[config.mk]
export PLATFORM = sky130hd
export DESIGN_NAME = mat_loader
export DESIGN_NICKNAME = d
export VERILOG_FILES = /design/src/rtl/mat_loader.sv
export SDC_FILE = /design/constraint.sdc
export NUM_CORES = 1
export LEC_CHECK = 0
export BUFFER_PORTS_ARGS = -buffer_cell sky130_fd_sc_hd__buf_4
export CAP_MARGIN = 10
export CORE_ASPECT_RATIO = 0.9
export CORE_MARGIN = 2
export CORE_UTILIZATION = 40
export DETAILED_ROUTE_END_ITERATION = 6
export GPL_TIMING_DRIVEN = 0
export PLACE_DENSITY = 0.72
export SLEW_MARGIN = 5
export SYNTH_ARGS = -nofsm -noshare
export SYNTH_HDL_FRONTEND = slang
export SYNTH_SLANG_ARGS = --single-unit
[constraint.sdc]
create_clock -name clk -period 2.4 [get_ports clk]
set_clock_uncertainty 0.15 [all_clocks]
set_input_delay 0.24 -clock clk [delete_from_list [all_inputs] [get_ports clk]]
set_output_delay 0.24 -clock clk [all_outputs]
set_load 0.02 [all_outputs]
[src/rtl/mat_loader.sv]
// rtl/mat_loader.sv - stream-to-BRAM port-A writer filling the input and weight matrix BRAMs
module mat_loader #(
  parameter int WIDTH             = 16,
  parameter int CHUNK_SIZE        = 4,
  parameter int INNER_DIMENSION   = 4,
  parameter int I_OUTER_DIMENSION = 6,
  parameter int W_OUTER_DIMENSION = 6,
  parameter int ADDR_WIDTH        = 12
) (
  input  logic                          clk,
  input  logic                          rst_n,
  input  logic                          load_start,
  input  logic                          load_sel,
  input  logic                          load_abort,
  input  logic                          clr_loaded,
  input  logic                          s_valid,
  output logic                          s_ready,
  input  logic [WIDTH*CHUNK_SIZE-1:0]   s_data,
  input  logic                          s_last,
  output logic                          in_ena,
  output logic [7:0]                    in_wea,
  output logic [ADDR_WIDTH-1:0]         in_addra,
  output logic [WIDTH*CHUNK_SIZE-1:0]   in_dina,
  output logic                          wb_ena,
  output logic [7:0]                    wb_wea,
  output logic [ADDR_WIDTH-1:0]         wb_addra,
  output logic [WIDTH*CHUNK_SIZE-1:0]   wb_dina,
  output logic                          load_done,
  output logic                          in_loaded,
  output logic                          wb_loaded,
  output logic                          both_loaded,
  output logic                          err_last
);

  localparam int DW      = WIDTH * CHUNK_SIZE;
  localparam int WPR     = INNER_DIMENSION / CHUNK_SIZE;
  localparam int TOTAL_I = I_OUTER_DIMENSION * WPR;
  localparam int TOTAL_W = W_OUTER_DIMENSION * WPR;
  localparam logic [ADDR_WIDTH-1:0] LAST_I = ADDR_WIDTH'(TOTAL_I - 1);
  localparam logic [ADDR_WIDTH-1:0] LAST_W = ADDR_WIDTH'(TOTAL_W - 1);

  typedef enum logic {IDLE, LOAD} state_t;

  state_t                state_q;
  logic                  sel_q;
  logic [ADDR_WIDTH-1:0] cnt_q;
  logic                  s_ready_q;
  logic                  in_ena_q, wb_ena_q;
  logic [7:0]            in_wea_q, wb_wea_q;
  logic [ADDR_WIDTH-1:0] in_addra_q, wb_addra_q;
  logic [DW-1:0]         in_dina_q, wb_dina_q;
  logic                  load_done_q;
  logic                  in_loaded_q, wb_loaded_q;
  logic                  err_last_q;

  logic                  hs_d;
  logic                  final_beat_d;

  // Handshake qualifier and final-beat detection for the currently selected matrix
  always_comb begin
    hs_d         = 1'b0;
    final_beat_d = 1'b0;
    if (state_q == LOAD) begin
      hs_d         = s_valid & s_ready_q;
      final_beat_d = (cnt_q == (sel_q ? LAST_W : LAST_I));
    end
  end

  // Load FSM with registered BRAM port drive, status flags and s_last checking
  always_ff @(posedge clk or negedge rst_n) begin
    if (!rst_n) begin
      state_q     <= IDLE;
      sel_q       <= 1'b0;
      cnt_q       <= '0;
      s_ready_q   <= 1'b0;
      in_ena_q    <= 1'b0;
      in_wea_q    <= '0;
      in_addra_q  <= '0;
      in_dina_q   <= '0;
      wb_ena_q    <= 1'b0;
      wb_wea_q    <= '0;
      wb_addra_q  <= '0;
      wb_dina_q   <= '0;
      load_done_q <= 1'b0;
      in_loaded_q <= 1'b0;
      wb_loaded_q <= 1'b0;
      err_last_q  <= 1'b0;
    end else begin
      // Strobes are single-cycle; address and data hold between writes
      in_ena_q    <= 1'b0;
      in_wea_q    <= '0;
      wb_ena_q    <= 1'b0;
      wb_wea_q    <= '0;
      load_done_q <= 1'b0;

      // Clear first so a same-cycle flag set below takes precedence
      if (clr_loaded) begin
        in_loaded_q <= 1'b0;
        wb_loaded_q <= 1'b0;
      end

      case (state_q)
        IDLE: begin
          if (load_start && !load_abort) begin
            state_q    <= LOAD;
            s_ready_q  <= 1'b1;
            sel_q      <= load_sel;
            cnt_q      <= '0;
            err_last_q <= 1'b0;
            if (load_sel) wb_loaded_q <= 1'b0;
            else          in_loaded_q <= 1'b0;
          end
        end

        LOAD: begin
          if (load_abort) begin
            // Any beat accepted in this cycle is dropped
            state_q   <= IDLE;
            s_ready_q <= 1'b0;
          end else if (hs_d) begin
            if (sel_q) begin
              wb_ena_q   <= 1'b1;
              wb_wea_q   <= 8'hFF;
              wb_addra_q <= cnt_q;
              wb_dina_q  <= s_data;
            end else begin
              in_ena_q   <= 1'b1;
              in_wea_q   <= 8'hFF;
              in_addra_q <= cnt_q;
              in_dina_q  <= s_data;
            end
            cnt_q <= cnt_q + 1'b1;
            // s_last only flags a framing error; the word count alone ends the load
            if (s_last != final_beat_d) err_last_q <= 1'b1;
            if (final_beat_d) begin
              state_q     <= IDLE;
              s_ready_q   <= 1'b0;
              load_done_q <= 1'b1;
              if (sel_q) wb_loaded_q <= 1'b1;
              else       in_loaded_q <= 1'b1;
            end
          end
        end

        default: begin
          state_q   <= IDLE;
          s_ready_q <= 1'b0;
        end
      endcase
    end
  end

  assign s_ready     = s_ready_q;
  assign in_ena      = in_ena_q;
  assign in_wea      = in_wea_q;
  assign in_addra    = in_addra_q;
  assign in_dina     = in_dina_q;
  assign wb_ena      = wb_ena_q;
  assign wb_wea      = wb_wea_q;
  assign wb_addra    = wb_addra_q;
  assign wb_dina     = wb_dina_q;
  assign load_done   = load_done_q;
  assign in_loaded   = in_loaded_q;
  assign wb_loaded   = wb_loaded_q;
  assign both_loaded = in_loaded_q & wb_loaded_q;
  assign err_last    = err_last_q;

endmodule

==> run summary <==
Counting along the longest clock path gives a buffer depth of 2. Summed over all cells, the static leakage comes to 5.16 nW. The clock sink count came out at 173. Sorting the synthesized cells by how often they occur yields dfrtp_1, mux2_1, mux2_2. The run gives 1005 as the final instance count without filler cells. The post-detailed-route wirelength per cell was 17.2 um; the peak ir drop on the vdd network was 0.546 mV.

The final-report setup violation count was 0. The die covers 18100 um^2. Measured on the finished design, the core utilization comes to 61.3%. The min-delay analysis places its worst path in the category in2reg. The number of antenna diodes in the final layout is 0. Per report_power, the combinational group accounts for 36.3% of the total.

Synthesis produced a netlist with a net count of 519. For the max capacitance violation total, the log shows 0. Clock tree synthesis selected as its root buffer the cell clkbuf_16. The logs give 61.3% for the worst-case headroom to the max-slew limit and 248 for the number of placed I/O pins. Setup repair after global routing left no endpoint under its margin. The setup TNS came out at 0 ns. For the worst setup path, the data arrival time is 2.23 ns. The run finished with clean final reports. During placement, the flow inserted port buffers numbering 247. The combined global-route utilization of all metal layers was 19.6%; the post-synthesis cell count was 445. The worst path uses 86.7% of the clock period. Along the worst hold path, the cell count comes to 4. After detailed routing, the number of remaining DRC violations is 0. The data required time at the worst endpoint came out at 2.55 ns. TritonCTS built the clock tree.

The tools report the global-route wire length before repair as 27.4 mm. Among all cell types in the netlist, the one instantiated most often is dfrtp_1. The count of different cell masters after synthesis was 40; the die span in y was 128 um. Sequential cells account for 39.1% of the total power. In this run, the clock network consumes 24.6% of the power.

First-iteration detailed-routing DRC count: 149. The number of antenna violations at the first check in global routing is 0. Detailed placement finished with a half-perimeter wire length of 12.3 mm. The synthesized area per cell is 15.3 um^2. The clock period minus final worst setup slack is 2.08 ns, and the power density over the cells is 1110 nW/um^2. The routed layout has 4897 vias. The total setup buffers inserted after CTS came out at 0.

The final layout contains routed wiring with a total length of 17.3 mm. STA classifies the critical path endpoint as a flop. In the final design database the tool counted 856 nets. The run gives 5168 as the number of global-route vias before repair. Largest fanout on the critical path: 10. The initial cell density of the core is 40.7%.

The area growth from synthesis to layout is 50.7%. For this run, the leading register cell type out of synthesis is dfrtp_1. Before CTS, the worst setup slack after placement is 0.427 ns.

The number of cells after detailed placement came out at 904. By startpoint and endpoint, the worst setup path is classified as in2reg. The H-tree generated during clock tree synthesis spans 4 levels. The congestion estimate from routability-driven global placement came to 0.755. STA classifies the critical path startpoint as an input port.

The total clock buffers created by CTS is 17. The tools report the number of max-slew violations in the final report as 0. Global routing finished with a remaining overflow of 0. The leading area contributor after synthesis was dfrtp_1. The share of synthesized flip-flops with an asynchronous set or reset works out to 100%. The maximum number of pins on one net before global-route repair is 99, and the clock-pin slew of the registers on the worst-case setup and hold paths is 0.06 ns. Summed over its instances, the top area cell type makes up 63.4% of the synthesized netlist area. The layout cell share with drive strength beyond 1 was 46.7%; the total net switching power was 3.88 mW. The number of warnings printed during yosys synthesis was 0; the post-route antenna net violation count was 0. The first-pass detailed-route iteration total was 4; the chip width was 142 um.

The tools report the worst hold margin as 0.0309 ns. The latest clock arrival within the worst-skew pair is 0.42 ns. The synthesized design contains 0 enable-type register cells.

Based on the critical path, the design can be clocked at up to 481 MHz. The synthesized design contains 173 register bits. At the pin with the least slew margin, the transition time is 0.578 ns. In this run switching power makes up 34.0% of total power. Sorting the synthesized cells by area gives the leading types as dfrtp_1, mux2_1, mux2_2. After synthesis the cells add up to 6830 um^2. Counting cells, the worst reg-to-reg path comes to 5. In this run the standard cell core region covers 16800 um^2. The number of hold violations in the final report is 0, and the register area share after synthesis is 63.4%. Using the TritonRoute via totals, the vias-per-cell ratio works out to 4.87. Setup slack closes at 0.319 ns. The cell-internal power is 7.55 mW. The initialized floorplan defines 45 standard-cell rows.
worst paths after layout:
check	start	end	slack [ns]
min in group asynchronous	rst_n	in_dina[43]	0.22
hold / removal	s_valid	s_ready	0.03
max in group asynchronous	rst_n	in_addra[8]	1.01
hold reg to reg	in_dina[23]	in_dina[23]	0.34
setup / recovery	load_abort	in_dina[24]	0.32
setup reg to reg	state_q	wb_dina[41]	0.46
worst max-delay path, cell delays in order:
cell,delay (ns)
dlygate4sd3_1,0.54
buf_4,0.16
inv_1,0.11
nand4_2,0.24
nor2_4,0.23
buf_6,0.20
buf_6,0.17
mux2_1,0.34
cell usage in the layout, fill, tap and decap left out, drive strengths merged, types with 3 or more instances in the layout:
| cell type | synthesis | layout |
|---|---|---|
| buf | 35 | 283 |
| dfrtp | 173 | 173 |
| mux2 | 150 | 150 |
| dlygate4sd3 | 0 | 70 |
| clkbuf | 0 | 18 |
| nand2 | 17 | 17 |
| o21ai | 8 | 8 |
| nor2 | 8 | 8 |
| nand3 | 8 | 8 |
| inv | 6 | 8 |
| a21oi | 5 | 5 |
| nand4 | 5 | 5 |
| clkinv | 0 | 5 |
| o211ai | 3 | 3 |
| clkinvlp | 0 | 3 |
| bufinv | 0 | 3 |
final cells by class:
class	instances	area (um^2)
plain buffers	35	270
clock buffers	18	439
clock inverters	13	166
fillers	1269	6490
inverters	6	22.5
multi-input cells	231	2200
flip-flops and latches	173	4330
well taps	211	264
repair buffers	318	2590
registers in the layout, summed over array words and instances, names as in the netlist, 12 cells and up:
| signal | flops |
|---|---|
| wb_dina | 64 |
| in_dina | 64 |
| cnt_q | 12 |
| wb_addra | 12 |
| in_addra | 12 |
power by group through the flow:
stage | combinational (mW) | clock (mW) | sequential [mW]
6_report | 4.15 | 2.81 | 4.47
5_1_grt | 4.37 | 3.02 | 4.59
4_1_cts | 4.19 | 2.86 | 4.48
3_5_place_dp | 4.09 | 0 | 4.53
3_3_place_gp | 4.00 | 0 | 4.45
2_1_floorplan | 0.806 | 0 | 5.66
routing by layer:
layer | wire, um | track usage [%] | up-vias
li1 | - | - | 2235
met1 | 7390 | 24.6 | 2459
met2 | 8590 | 33.0 | 178
met3 | 1040 | 5.19 | 25
met4 | 309 | 6.76 | 0
met5 | 0 | 0 | -
per-stage QoR:
step / area, um^2 / total power [mW]
6_report: 10300 / 11.4
5_1_grt: 10300 / 12.0
4_1_cts: 10300 / 11.5
3_5_place_dp: 8980 / 8.61
3_3_place_gp: 8940 / 8.45
2_1_floorplan: 6830 / 6.47
logic make-up after synthesis:
| group | Yosys count | synth area share, % |
|---|---|---|
| compound gates | 23 | 2.09 |
| xor+xnor | 4 | 0.513 |
| fa+ha+maj | 2 | 0.367 |
| buf+inv | 41 | 4.29 |
| flops | 173 | 63.4 |
| mux | 151 | 24.9 |
| simple gates | 51 | 4.44 |
what timing repair did:
| item | CTS | global route |
|---|---|---|
| hold buffers | 70 | 0 |
| endpoints found under the hold margin | 210 | 0 |
| gates resized for setup | 0 | 0 |
| endpoints found under the setup margin | 0 | 0 |
Power figures use the tool's default switching activity.
